$ cat config.mk
export PLATFORM = sky130hd
export DESIGN_NAME = vga_timing_gen_flat
export DESIGN_NICKNAME = d
export VERILOG_FILES = /design/src/rtl/vga_timing_gen_pkg.sv /design/src/rtl/vga_timing_gen_if.sv /design/src/rtl/vga_timing_gen_axis_counter.sv /design/src/rtl/vga_timing_gen.sv /design/src/flat_wrapper.sv
export SDC_FILE = /design/constraint.sdc
export NUM_CORES = 1
export LEC_CHECK = 0
export ABC_AREA = 1
export CAP_MARGIN = 20
export CORE_MARGIN = 5
export CORE_UTILIZATION = 60
export DETAILED_ROUTE_END_ITERATION = 10
export DONT_BUFFER_PORTS = 1
export PLACE_DENSITY = 0.79
export SYNTH_ARGS = -nofsm -noshare
export SYNTH_HDL_FRONTEND = slang
export SYNTH_SLANG_ARGS = --single-unit
export TNS_END_PERCENT = 1
$ cat constraint.sdc
create_clock -name clk -period 2 [get_ports clk]
set_clock_uncertainty 0.15 [all_clocks]
set_input_delay 0.3 -clock clk [delete_from_list [all_inputs] [get_ports clk]]
set_output_delay 0.3 -clock clk [all_outputs]
set_load 0.1 [all_outputs]
$ cat src/rtl/vga_timing_gen_pkg.sv
// -----------------------------------------------------------------------------
// vga_timing_pkg
// Purpose : default 640x480@60 timing constants, the totals and sync windows
//           derived from them, and a helper that sums one axis's segments.
// Ports   : none (package).
// -----------------------------------------------------------------------------
package vga_timing_pkg;

    localparam int CNT_W = 10;

    localparam int H_ACTIVE_DEF = 640;
    localparam int H_FP_DEF     = 16;
    localparam int H_SYNC_DEF   = 96;
    localparam int H_BP_DEF     = 48;

    localparam int V_ACTIVE_DEF = 480;
    localparam int V_FP_DEF     = 10;
    localparam int V_SYNC_DEF   = 2;
    localparam int V_BP_DEF     = 33;

    localparam int H_TOTAL      = H_ACTIVE_DEF + H_FP_DEF + H_SYNC_DEF + H_BP_DEF;
    localparam int V_TOTAL      = V_ACTIVE_DEF + V_FP_DEF + V_SYNC_DEF + V_BP_DEF;
    localparam int H_SYNC_START = H_ACTIVE_DEF + H_FP_DEF;
    localparam int H_SYNC_END   = H_SYNC_START + H_SYNC_DEF;
    localparam int V_SYNC_START = V_ACTIVE_DEF + V_FP_DEF;
    localparam int V_SYNC_END   = V_SYNC_START + V_SYNC_DEF;

    function automatic int axis_total(input int active, input int fp,
                                      input int sync, input int bp);
        return active + fp + sync + bp;
    endfunction

endpackage

$ cat src/rtl/vga_timing_gen_if.sv
// -----------------------------------------------------------------------------
// vga_timing_gen_if
// Purpose : bundles the pixel clock enable and the timing outputs.
// Signals : ce (enable into the generator), x, y (positions), hsync, vsync
//           (active low), display_on, line_start, frame_start (pulses).
// Modports: master = timing generator, slave = consumer of the timing.
// -----------------------------------------------------------------------------
interface vga_timing_gen_if;
    import vga_timing_pkg::*;

    logic             ce;
    logic [CNT_W-1:0] x;
    logic [CNT_W-1:0] y;
    logic             hsync;
    logic             vsync;
    logic             display_on;
    logic             line_start;
    logic             frame_start;

    modport master (
        input  ce,
        output x, y, hsync, vsync, display_on, line_start, frame_start
    );

    modport slave (
        output ce,
        input  x, y, hsync, vsync, display_on, line_start, frame_start
    );

endinterface

$ cat src/rtl/vga_timing_gen_axis_counter.sv
// -----------------------------------------------------------------------------
// vga_axis_counter
// Purpose : one timing axis (horizontal or vertical). Counts 0..TOTAL-1 when
//           advanced, and registers the sync/active flags from the next count
//           so they line up with the registered count.
// Ports   : clk, rst (async, active high), adv_i (advance this edge),
//           count_o (position), wrap_o (count is at its last value, so an
//           advance returns it to 0), sync_n_o (active-low sync),
//           active_o (position inside the visible region).
// -----------------------------------------------------------------------------
module vga_axis_counter
    import vga_timing_pkg::*;
#(
    parameter int ACTIVE = H_ACTIVE_DEF,
    parameter int FP     = H_FP_DEF,
    parameter int SYNC   = H_SYNC_DEF,
    parameter int BP     = H_BP_DEF
) (
    input  logic             clk,
    input  logic             rst,
    input  logic             adv_i,
    output logic [CNT_W-1:0] count_o,
    output logic             wrap_o,
    output logic             sync_n_o,
    output logic             active_o
);

    localparam int               TOTAL      = axis_total(ACTIVE, FP, SYNC, BP);
    localparam logic [CNT_W-1:0] LAST       = CNT_W'(TOTAL - 1);
    localparam logic [CNT_W-1:0] ACT_END    = CNT_W'(ACTIVE);
    localparam logic [CNT_W-1:0] SYNC_START = CNT_W'(ACTIVE + FP);
    localparam logic [CNT_W-1:0] SYNC_END   = CNT_W'(ACTIVE + FP + SYNC);

    logic [CNT_W-1:0] count_q, count_d;
    logic             sync_n_q, active_q;

    assign wrap_o = (count_q == LAST);

    always_comb begin
        count_d = count_q;
        if (adv_i) begin
            count_d = wrap_o ? '0 : count_q + CNT_W'(1);
        end
    end

    // Flags are decoded from count_d so they change on the same edge as the count.
    always_ff @(posedge clk or posedge rst) begin
        if (rst) begin
            count_q  <= '0;
            sync_n_q <= 1'b1;
            active_q <= 1'b1;
        end else begin
            count_q  <= count_d;
            sync_n_q <= !((count_d >= SYNC_START) && (count_d < SYNC_END));
            active_q <= (count_d < ACT_END);
        end
    end

    assign count_o  = count_q;
    assign sync_n_o = sync_n_q;
    assign active_o = active_q;

endmodule

$ cat src/rtl/vga_timing_gen.sv
// -----------------------------------------------------------------------------
// vga_timing_gen
// Purpose : VGA raster timing generator. A horizontal axis counter advances on
//           every enabled pixel clock; the vertical one advances when the
//           horizontal axis wraps. Emits positions, active-low syncs,
//           display enable and one-clock line/frame start pulses.
// Ports   : clk, rst (async, active high), bus (vga_timing_gen_if.master:
//           ce in; x, y, hsync, vsync, display_on, line_start, frame_start out).
// -----------------------------------------------------------------------------
module vga_timing_gen
    import vga_timing_pkg::*;
#(
    parameter int H_ACTIVE = H_ACTIVE_DEF,
    parameter int H_FP     = H_FP_DEF,
    parameter int H_SYNC   = H_SYNC_DEF,
    parameter int H_BP     = H_BP_DEF,
    parameter int V_ACTIVE = V_ACTIVE_DEF,
    parameter int V_FP     = V_FP_DEF,
    parameter int V_SYNC   = V_SYNC_DEF,
    parameter int V_BP     = V_BP_DEF
) (
    input  logic              clk,
    input  logic              rst,
    vga_timing_gen_if.master  bus
);

    // Counters are CNT_W bits wide; a longer axis would silently alias.
    if (axis_total(H_ACTIVE, H_FP, H_SYNC, H_BP) > (1 << CNT_W)) begin : g_h_too_long
        $error("vga_timing_gen: horizontal total exceeds 1024");
    end
    if (axis_total(V_ACTIVE, V_FP, V_SYNC, V_BP) > (1 << CNT_W)) begin : g_v_too_long
        $error("vga_timing_gen: vertical total exceeds 1024");
    end

    logic             h_wrap, v_wrap;
    logic             h_sync_n, v_sync_n;
    logic             h_active, v_active;
    logic [CNT_W-1:0] h_count, v_count;
    logic             v_adv;
    logic             line_start_q, line_start_d;
    logic             frame_start_q, frame_start_d;

    assign v_adv = bus.ce & h_wrap;

    vga_axis_counter #(
        .ACTIVE (H_ACTIVE),
        .FP     (H_FP),
        .SYNC   (H_SYNC),
        .BP     (H_BP)
    ) u_h (
        .clk      (clk),
        .rst      (rst),
        .adv_i    (bus.ce),
        .count_o  (h_count),
        .wrap_o   (h_wrap),
        .sync_n_o (h_sync_n),
        .active_o (h_active)
    );

    vga_axis_counter #(
        .ACTIVE (V_ACTIVE),
        .FP     (V_FP),
        .SYNC   (V_SYNC),
        .BP     (V_BP)
    ) u_v (
        .clk      (clk),
        .rst      (rst),
        .adv_i    (v_adv),
        .count_o  (v_count),
        .wrap_o   (v_wrap),
        .sync_n_o (v_sync_n),
        .active_o (v_active)
    );

    // Pulses mark the edge on which x (and for frames, y) returns to 0.
    assign line_start_d  = bus.ce & h_wrap;
    assign frame_start_d = bus.ce & h_wrap & v_wrap;

    always_ff @(posedge clk or posedge rst) begin
        if (rst) begin
            line_start_q  <= 1'b0;
            frame_start_q <= 1'b0;
        end else begin
            line_start_q  <= line_start_d;
            frame_start_q <= frame_start_d;
        end
    end

    assign bus.x           = h_count;
    assign bus.y           = v_count;
    assign bus.hsync       = h_sync_n;
    assign bus.vsync       = v_sync_n;
    assign bus.display_on  = h_active & v_active;
    assign bus.line_start  = line_start_q;
    assign bus.frame_start = frame_start_q;

endmodule

$ cat src/flat_wrapper.sv
// flat-port wrapper written by rule: the top's interface ports become plain ports
module vga_timing_gen_flat import vga_timing_pkg::*;
#(
    parameter int H_ACTIVE = H_ACTIVE_DEF,
    parameter int H_FP     = H_FP_DEF,
    parameter int H_SYNC   = H_SYNC_DEF,
    parameter int H_BP     = H_BP_DEF,
    parameter int V_ACTIVE = V_ACTIVE_DEF,
    parameter int V_FP     = V_FP_DEF,
    parameter int V_SYNC   = V_SYNC_DEF,
    parameter int V_BP     = V_BP_DEF
)
  (clk, rst, bus_ce, bus_x, bus_y, bus_hsync, bus_vsync, bus_display_on, bus_line_start, bus_frame_start);
  vga_timing_gen_if bus_i ();
  input  logic clk;
  input  logic rst;
  input wire logic [$bits(bus_i.ce)-1:0] bus_ce;
  output wire logic [$bits(bus_i.x)-1:0] bus_x;
  output wire logic [$bits(bus_i.y)-1:0] bus_y;
  output wire logic [$bits(bus_i.hsync)-1:0] bus_hsync;
  output wire logic [$bits(bus_i.vsync)-1:0] bus_vsync;
  output wire logic [$bits(bus_i.display_on)-1:0] bus_display_on;
  output wire logic [$bits(bus_i.line_start)-1:0] bus_line_start;
  output wire logic [$bits(bus_i.frame_start)-1:0] bus_frame_start;
  assign bus_i.ce = bus_ce;
  assign bus_x = bus_i.x;
  assign bus_y = bus_i.y;
  assign bus_hsync = bus_i.hsync;
  assign bus_vsync = bus_i.vsync;
  assign bus_display_on = bus_i.display_on;
  assign bus_line_start = bus_i.line_start;
  assign bus_frame_start = bus_i.frame_start;
  vga_timing_gen #(.H_ACTIVE(H_ACTIVE), .H_FP(H_FP), .H_SYNC(H_SYNC), .H_BP(H_BP), .V_ACTIVE(V_ACTIVE), .V_FP(V_FP), .V_SYNC(V_SYNC), .V_BP(V_BP)) u_core (.clk(clk), .rst(rst), .bus(bus_i));
endmodule
[Word level (Yosys, flattened, before mapping)]
Index checks and enable logic that the tools add are counted.
Storage, ports and cells
  output and inout bits: 25
  bits in registers: 26
  word-level logic and storage cells: 29
  memories: 0
  latch bits: 0
  bits in writable memories: 0
  bits of input ports: 3
  bits in read-only memories: 0
Operators by class
  multiplexer cells: 4
  equal/unequal tests: 2
  multiply operators: 0
  divide/modulo/power cells: 0
  magnitude comparators: 6
  reduce and logical (&&, ||, !) cells: 4
  shift-type cells: 0
  bitwise gates (word level): 3
  add/subtract/negate cells: 2
Operators by type and width (number)
  $mux 10: 4
  $add 10x1->10 const B: 2
  $eq 10x10->1 const B: 2
  $lt 10x10->1 const B: 2
  $lt 10x9->1 const B: 2
  $ge 10x10->1 const B: 1
  $ge 10x9->1 const B: 1
  $and 1x1->1: 3
  $logic_and 1x1->1: 2
  $logic_not 1->1: 2

[Depth between registers and ports, before layout]
Gate-level depths: netlist (run 1).
  word-level depth: 6
  depth in mapped cells: 12

[Cells and area by module]
Synthesis (run 1) repeated with hierarchy kept, for this count alone.
Unflattened totals
  cells, all modules: 210
  area, all modules: 1561.5 um^2
Modules (own cells, without submodules)
  vga_axis_counter (u_core.u_v): instances 1, sequential area each 302.8 um^2, cells an instance 111, area an instance 782.0 um^2
  vga_axis_counter (u_core.u_h): instances 1, sequential area each 302.8 um^2, cells an instance 90, area an instance 700.7 um^2
  vga_timing_gen: instances 1, sequential area each 50.0 um^2, cells an instance 9, area an instance 78.8 um^2

[Worst setup path after synthesis (run 1)]
Ideal clock, no wire load.
  path kind: reg-to-reg
  start: register u_core.u_h.count_q[0] (netlist: u_core.u_h.count_o[0])
  end: register u_core.u_v.sync_n_q (netlist: u_core.u_v.sync_n_o)
  stages on the path, launching flop included: 11
  slack: -391 ps
  buffers on the path: 0
  period minus slack after synthesis: 2391 ps
  required time: 1770 ps
  data arrival time: 2162 ps
  cells stage by stage: dfrtp_1 ha_1 inv_1 nor3_2 nand3_2 clkinv_1 nand3_1 nand2_1 nand2_1 nor2_2 nand2_1
Between the ends
  word-level cells in the longest chain between the ends: 6
  elaborated cells between the ends (all ways): 7
Ends and longest elaborated chain
  start: declaration: RTL line vga_timing_gen_axis_counter.sv:34  | logic [CNT_W-1:0] count_q, count_d;
  start signal: assignment: RTL line vga_timing_gen_axis_counter.sv:53  | count_q <= count_d;
  $eq 10x10->1 (*): RTL line vga_timing_gen_axis_counter.sv:37  | assign wrap_o = (count_q == LAST);
  $and 1x1->1 (*): RTL line vga_timing_gen.sv:43  | assign v_adv = bus.ce & h_wrap;
  $mux 10 (*): RTL line vga_timing_gen_axis_counter.sv:41  | if (adv_i) begin
  $ge 10x9->1 or $lt 10x9->1 (tied branches): RTL line vga_timing_gen_axis_counter.sv:54  | sync_n_q <= !((count_d >= SYNC_START) && (count_d < SYNC_END));
  $logic_and 1x1->1 (*): RTL line vga_timing_gen_axis_counter.sv:54
  $logic_not 1->1 (*): RTL line vga_timing_gen_axis_counter.sv:54
  end signal: assignment: RTL line vga_timing_gen_axis_counter.sv:54
  end: declaration: RTL line vga_timing_gen_axis_counter.sv:35  | logic sync_n_q, active_q;
Every way passes the cells marked *; elsewhere a longest branch is shown, timed or not.

[Final worst setup path (run 1)]
  start: register u_core.u_v.count_q[0] (netlist: u_core.u_v.count_o[0])
  end: register u_core.u_v.active_q (netlist: u_core.u_v.active_o)
Between the ends
  word-level cells in the longest chain between the ends: 4
  elaborated cells between the ends (all ways): 5
Ends and longest elaborated chain
  start: declaration: RTL line vga_timing_gen_axis_counter.sv:34
  start signal: assignment: RTL line vga_timing_gen_axis_counter.sv:53
  $add 10x1->10 or $eq 10x10->1 (tied branches): RTL line vga_timing_gen_axis_counter.sv:42, vga_timing_gen_axis_counter.sv:37
  $mux 10 (*): RTL line vga_timing_gen_axis_counter.sv:42  | count_d = wrap_o ? '0 : count_q + CNT_W'(1);
  $mux 10 (*): RTL line vga_timing_gen_axis_counter.sv:41
  via u_core.u_v.count_d[9]: RTL line vga_timing_gen_axis_counter.sv:34
  $lt 10x9->1 (*): RTL line vga_timing_gen_axis_counter.sv:55  | active_q <= (count_d < ACT_END);
  end signal: assignment: RTL line vga_timing_gen_axis_counter.sv:55
  end: declaration: RTL line vga_timing_gen_axis_counter.sv:35
Mark *: on every way through the listed nets, which the timed path passes. The rest lies on a longest branch.

==> results.toml, run 1 <==
[global_route]
first_global_vias = 1508
grtUsageTotal_pct = 19.76
grt_overflow = 0
grt_max_degree = 27
antenna_found_initial = 0
grt_pass1_wl_um = 6423

[sta]
timing.fmax_mhz = 535.0
rsz0062_at_grt = "false"
worst_slew_margin_rel_pct = 67.41
setup-tns-final_ns = 0
maxSlewViolCount = 0
finalSetupViolCount = 0
setup_ws_ns = 0.1307
final_hold_viol_count = 0
worst_pin_slew_ns = 0.4899
fin_crit_sh_pct = 93.46
period_needed_ns = 1.869

[critical_path]
cp.required_ns = 2.13
criticalPathCategory = "flip-flop to flip-flop"
reg2reg_depth = 8
crit_arrival_ns = 2.00
cp-start-kind = "flip-flop"
cp_max_fo = 4
crit_path_end_kind = "flip-flop"

[pwr]
power_w = 0.002587
p_leak_nw = 1.008
clkPwrFrac_pct = 14.1
p_sw_w = 0.001440
pwr_density_cell_nw_per_um2 = 1325
seqPwrFrac_pct = 33.0
irDropWorstVdd_mv = 1.187
p_int_w = 0.001146
p_comb_share_pct = 52.9
p_sw_share_pct = 55.68

[cts]
cts_htree_levels = 1
cts.sinks = 26
postCtsSetupBuffers = 0
clock_path_buffers = 2
clk_latency_ns = 0.33
numCtsBuffers = 3
clk_pin_slew_ns = 0.15
root_buffer = "clkbuf_4"
cts_tree = "done"

[synthesis]
yosys.area.top_type_share_pct = 33.77
synth_flop_cell = "dfrtp_1"
synthTopCellsByArea = "dfrtp_1 34%, nand2_1 15%, inv_1 9.0%, dfstp_2 6.4%, nand3_1 5.5%"
yosys.area.top_type = "dfrtp_1"
synth_area_um2 = 1630
synth-edff-count = 0
synth_cell_types = 27
ys_seq_area_share_pct = 40.21
yosysWarnings = 0
syn-num-nets = 229
synth-async-reset-ratio_pct = 100.0
syn_inst = 223
ys_seq_elements = 26
synth_area_per_cell_um2 = 7.311

[floorplan]
pin_count = 28
core_um2 = 2686
die_w_um = 62.13
die_h_um = 62.13
die_area_um2 = 3860
start_util_pct = 60.69
num_rows = 19

[final_layout]
seq_area_um2 = 683.2
antenna_cells = 0
syn2layout_area_growth_pct = 19.72
layout_commonest_cell = "nand2_1"
multi_input_area_um2 = 800.8
fillers = 214
final_area_um2 = 1952
fin_nets = 260
drive_gt1_share_pct = 29.64
final_cell_mix = "66 x nand2_1, 39 x inv_1, 25 x buf_4"

[worst_hold_path]
worst_hold_path_type = "input port to flip-flop"
whs_path_depth = 2

[job]
maxCapViolations = 0

[placement]
dp_hpwl_um = 2830
numPortBuffers = 0
dpl_worst_slack_ns = 0.1387
place_congestion = 0.8978
placed_area_um2 = 1877

[detailed_routing]
drc = 0
ant_nets = 0
dr.first_iter.drc_count = 95
wirelength_um = 3643
vias = 1507
firstDrtPassIters = 4
avgViaCountPerCell = 5.306
avgRoutedWirePerCell_um = 12.83

[outcome]
status = "finished, final reports clean"
-- worst paths after layout --
check	slack [ns]	to	from
max	0.13	u_core.u_v.active_o$_DFF_PP1_	u_core.u_v.count_o[0]$_DFF_PP0_
max reg2reg	0.13	u_core.u_v.active_o$_DFF_PP1_	u_core.u_v.count_o[0]$_DFF_PP0_
min reg2reg	0.46	u_core.u_v.count_o[2]$_DFF_PP0_	u_core.u_v.count_o[2]$_DFF_PP0_
max in group asynchronous	1.12	u_core.u_h.sync_n_o$_DFF_PP1_	rst
min in group asynchronous	0.29	u_core.u_v.count_o[7]$_DFF_PP0_	rst
min	0.03	u_core.u_h.count_o[0]$_DFF_PP0_	bus_ce
-- power by group through the flow --
stage	Clock, W	Combinational (W)	Sequential [W]
5_1_grt	0.000392	0.00146	0.000867
6_report	0.000365	0.00137	0.000853
3_3_place_gp	0	0.00134	0.000855
2_1_floorplan	0	0.000444	0.00150
4_1_cts	0.000368	0.00137	0.000849
3_5_place_dp	0	0.00136	0.000856
-- area by class of cell --
| cell class | count | area share [%] |
|---|---|---|
| clock buffers | 3 | 1.154 |
| clock inverters | 1 | 1.538 |
| inverters | 45 | 8.654 |
| multi-input cells | 151 | 41.03 |
| flip-flops and latches | 26 | 35.00 |
| well taps | 31 | 1.987 |
| repair buffers | 27 | 10.64 |
-- layer usage --
metal,global-route usage [%],part of all wire [%]
met5,0,0
met4,4.607,1.3
met3,4.144,4.8
met2,36.92,51
met1,22.58,43
-- worst max-delay path: stages (launching register included) --
cell	delay [ns]
dfrtp_2	0.45
inv_1	0.09
ha_1	0.15
inv_1	0.06
nor4_1	0.28
nand3_1	0.14
nor3_1	0.26
nor2_1	0.12
nor2_2	0.12
-- metrics by stage --
stage               cells  hold slack, ns  util (%)
finish                284         0.02506     72.66
global route          284         0.02121     72.66
CTS                   284         0.01972     72.57
detailed placement    278          0.1128     69.86
global placement      278          0.1099     69.86
floorplan             223          0.1860         -
-- Yosys cell counts (2+ instances only) --
master and number:
o21ai_0 6, nand3b_1 2, xor2_1 2, o21ai_2 3, inv_2 5, ha_1 3
a21oi_1 3, nand3_1 18, nand3_2 3, inv_1 39, dfrtp_1 22, nor2_1 19
nand2_1 66, nand4_1 8, dfstp_2 4, nor2_4 3, nor3_1 4, nand2_2 2
nor2_2 3
-- state kept, by name, summed over array words and instances (netlist names) --
register,count
u_core.u_h.count_o,10
u_core.u_v.count_o,10
u_core.bus.frame_start,1
u_core.bus.line_start,1
u_core.u_h.active_o,1
u_core.u_h.sync_n_o,1
u_core.u_v.active_o,1
u_core.u_v.sync_n_o,1
-- cell families (layout without fill, tap and decap cells) --
family,after synthesis,in the layout,share of synthesized area [%]
compound gates,13,13,4.835
xor+xnor,2,2,1.075
fa+ha+maj,3,3,2.303
buf+inv,46,76,10.82
flops,26,26,40.21
simple gates,133,133,40.75
-- what timing repair did --
action / 4_1_cts / 5_1_grt
hold buffers: 2 / 0
endpoints found under the hold margin: 24 / 0
endpoints found under the setup margin: 0 / 2
resized for setup: 0 / 1
No activity file was read; power rests on OpenSTA's default activity.
==> run 2, diff against run 1 <==
CTS_BUF_LIST = sky130_fd_sc_hd__clkbuf_16   (was not set)
==> run 2 against run 1 <==
  * Fmax decreased by 0.54%
  * First-iteration DRC count rose by 21%
  * Critical path depth unchanged
  * Setup slack got worse by 0.010 ns
  * Critical endpoint unchanged
  * Largest cell class unchanged
  * Highest routed layer unchanged
==> results.toml, run 2 (synthesis gave the netlist of run 1 again) <==
[final_layout]
antenna_cells = 0
final_cell_mix = "66 x nand2_1, 39 x inv_1, 27 x buf_4"
syn2layout_area_growth_pct = 23.87
drive_gt1_share_pct = 30.20
final_area_um2 = 2019
fin_nets = 262
layout_commonest_cell = "nand2_1"

[critical_path]
cp.required_ns = 2.05
critPathSlowestCell = "dfrtp_2"
cp_cell_sequence = "inv_1 > ha_1 > inv_1 > nor4_1 > nand3_1 > nor3_1 > nor2_1 > nor2_2"
criticalPathCategory = "flip-flop to flip-flop"
crit_arrival_ns = 1.93
crit_top_cell = "inv_1"
cp_max_fo = 4
crit_family = "simple AND/OR/NAND/NOR gates"
max_stage_delay_ns = 0.43
crit_path_end_kind = "flip-flop"
cp-start-kind = "flip-flop"
worst-path-buf-inv = 2

[floorplan]
start_util_pct = 60.69
pin_count = 28
die_h_um = 62.13
die_w_um = 62.13
core_um2 = 2686
num_rows = 19
die_area_um2 = 3860

[sta]
setup_ws_ns = 0.1206
fin_crit_sh_pct = 93.97
setup-tns-final_ns = 0
worst_pin_slew_ns = 0.4899
finalSetupViolCount = 0
final_hold_viol_count = 0
period_needed_ns = 1.879
maxSlewViolCount = 0
timing.fmax_mhz = 532.1
worst_slew_margin_rel_pct = 67.42
rsz0062_at_grt = "false"

[detailed_routing]
ant_nets = 0
vias = 1531
dr.first_iter.drc_count = 115
wirelength_um = 3771
drc = 0
avgViaCountPerCell = 5.353
avgRoutedWirePerCell_um = 13.19
firstDrtPassIters = 4

[placement]
placed_area_um2 = 1877
numPortBuffers = 0
dpl_worst_slack_ns = 0.1387
place_congestion = 0.8978
dp_hpwl_um = 2830

[global_route]
top_usage_layer = "met2"
grt_overflow = 0
grtUsageTotal_pct = 19.95
grt_pass1_wl_um = 6451
met1_usage_pct = 22.35
gr-usage-met2_pct = 36.66
antenna_found_initial = 0
grt_max_degree = 27
first_global_vias = 1546
met3_usage_pct = 3.604

[cts]
cts_tree = "done"
numCtsBuffers = 3
cts.sinks = 26
root_buffer = "clkbuf_16"
clk_pin_slew_ns = 0.07
clk_latency_ns = 0.26
clock_path_buffers = 2
cts_htree_levels = 1

[pwr]
p_leak_nw = 1.039
irDropWorstVdd_mv = 1.195
pwr_density_cell_nw_per_um2 = 1392

[outcome]
status = "finished, final reports clean"

[job]
maxCapViolations = 0

[worst_hold_path]
worst_hold_path_type = "input port to flip-flop"
[run 2: cell types whose count changed in the layout (fill, tap and decap cells not counted), sizes merged]
cell / change
buf: +2
[run 2: repair_timing]
action / CTS / global route
resized for setup: 0 / 1
endpoints found under the setup margin: 0 / 2
hold buffers: 2 / 0
hold endpoints to repair: 23 / 0
setup buffers: 0 / 2
[run 2: worst paths after layout]
| check | from | endpoint | slack, ns | cells past startpoint |
|---|---|---|---|---|
| setup reg to reg | u_core.u_v.count_o[0]$_DFF_PP0_ | u_core.u_v.active_o$_DFF_PP1_ | 0.12 | 8 |
| hold / removal | bus_ce | u_core.u_h.count_o[1]$_DFF_PP0_ | 0.04 | 2 |
| max in group asynchronous | rst | u_core.u_h.sync_n_o$_DFF_PP1_ | 1.03 | 3 |
| min in group asynchronous | rst | u_core.bus.frame_start$_DFF_PP0_ | 0.38 | 3 |
| hold reg to reg | u_core.u_v.count_o[2]$_DFF_PP0_ | u_core.u_v.count_o[2]$_DFF_PP0_ | 0.44 | 2 |
| setup / recovery | u_core.u_v.count_o[0]$_DFF_PP0_ | u_core.u_v.active_o$_DFF_PP1_ | 0.12 | 8 |
[run 2: layout make-up]
cell class,count,area [um2]
clock inverter,1,30.03
multi-input combinational,151,800.8
inverter,45,168.9
fill,199,666.9
tap,31,38.79
clock buffer,3,75.07
timing repair buffer,29,222.7
sequential,26,683.2
[run 2: metal layers]
metal	wire length (um)	up-vias
li1	-	762
met1	1535	717
met2	1950	44
met3	213	8
met4	72	0
met5	0	-
[run 2: through the flow]
step	cells	hold WS, ns	util (%)	total power (W)
global placement	278	0.1099	69.86	0.002197
floorplan	223	0.1860	-	0.001946
global route	286	0.03569	75.17	0.002950
detailed placement	278	0.1128	69.86	0.002215
CTS	284	0.03612	74.52	0.002812
finish	286	0.04017	75.17	0.002811
[run 2: power breakdown]
part / internal (W) / switching (W) / total (W)
Clock: 0.000398 / 0.000181 / 0.000579
Sequential: 0.000670 / 0.000186 / 0.000856
Combinational: 0.000275 / 0.00110 / 0.00138
Total: 0.00134 / 0.00147 / 0.00281
==> run 3, diff against run 2 <==
CAP_MARGIN = 10   (was 20)
==> results of run 3 <==
The final DEF is identical to that of run 2; final timing and power are the same.
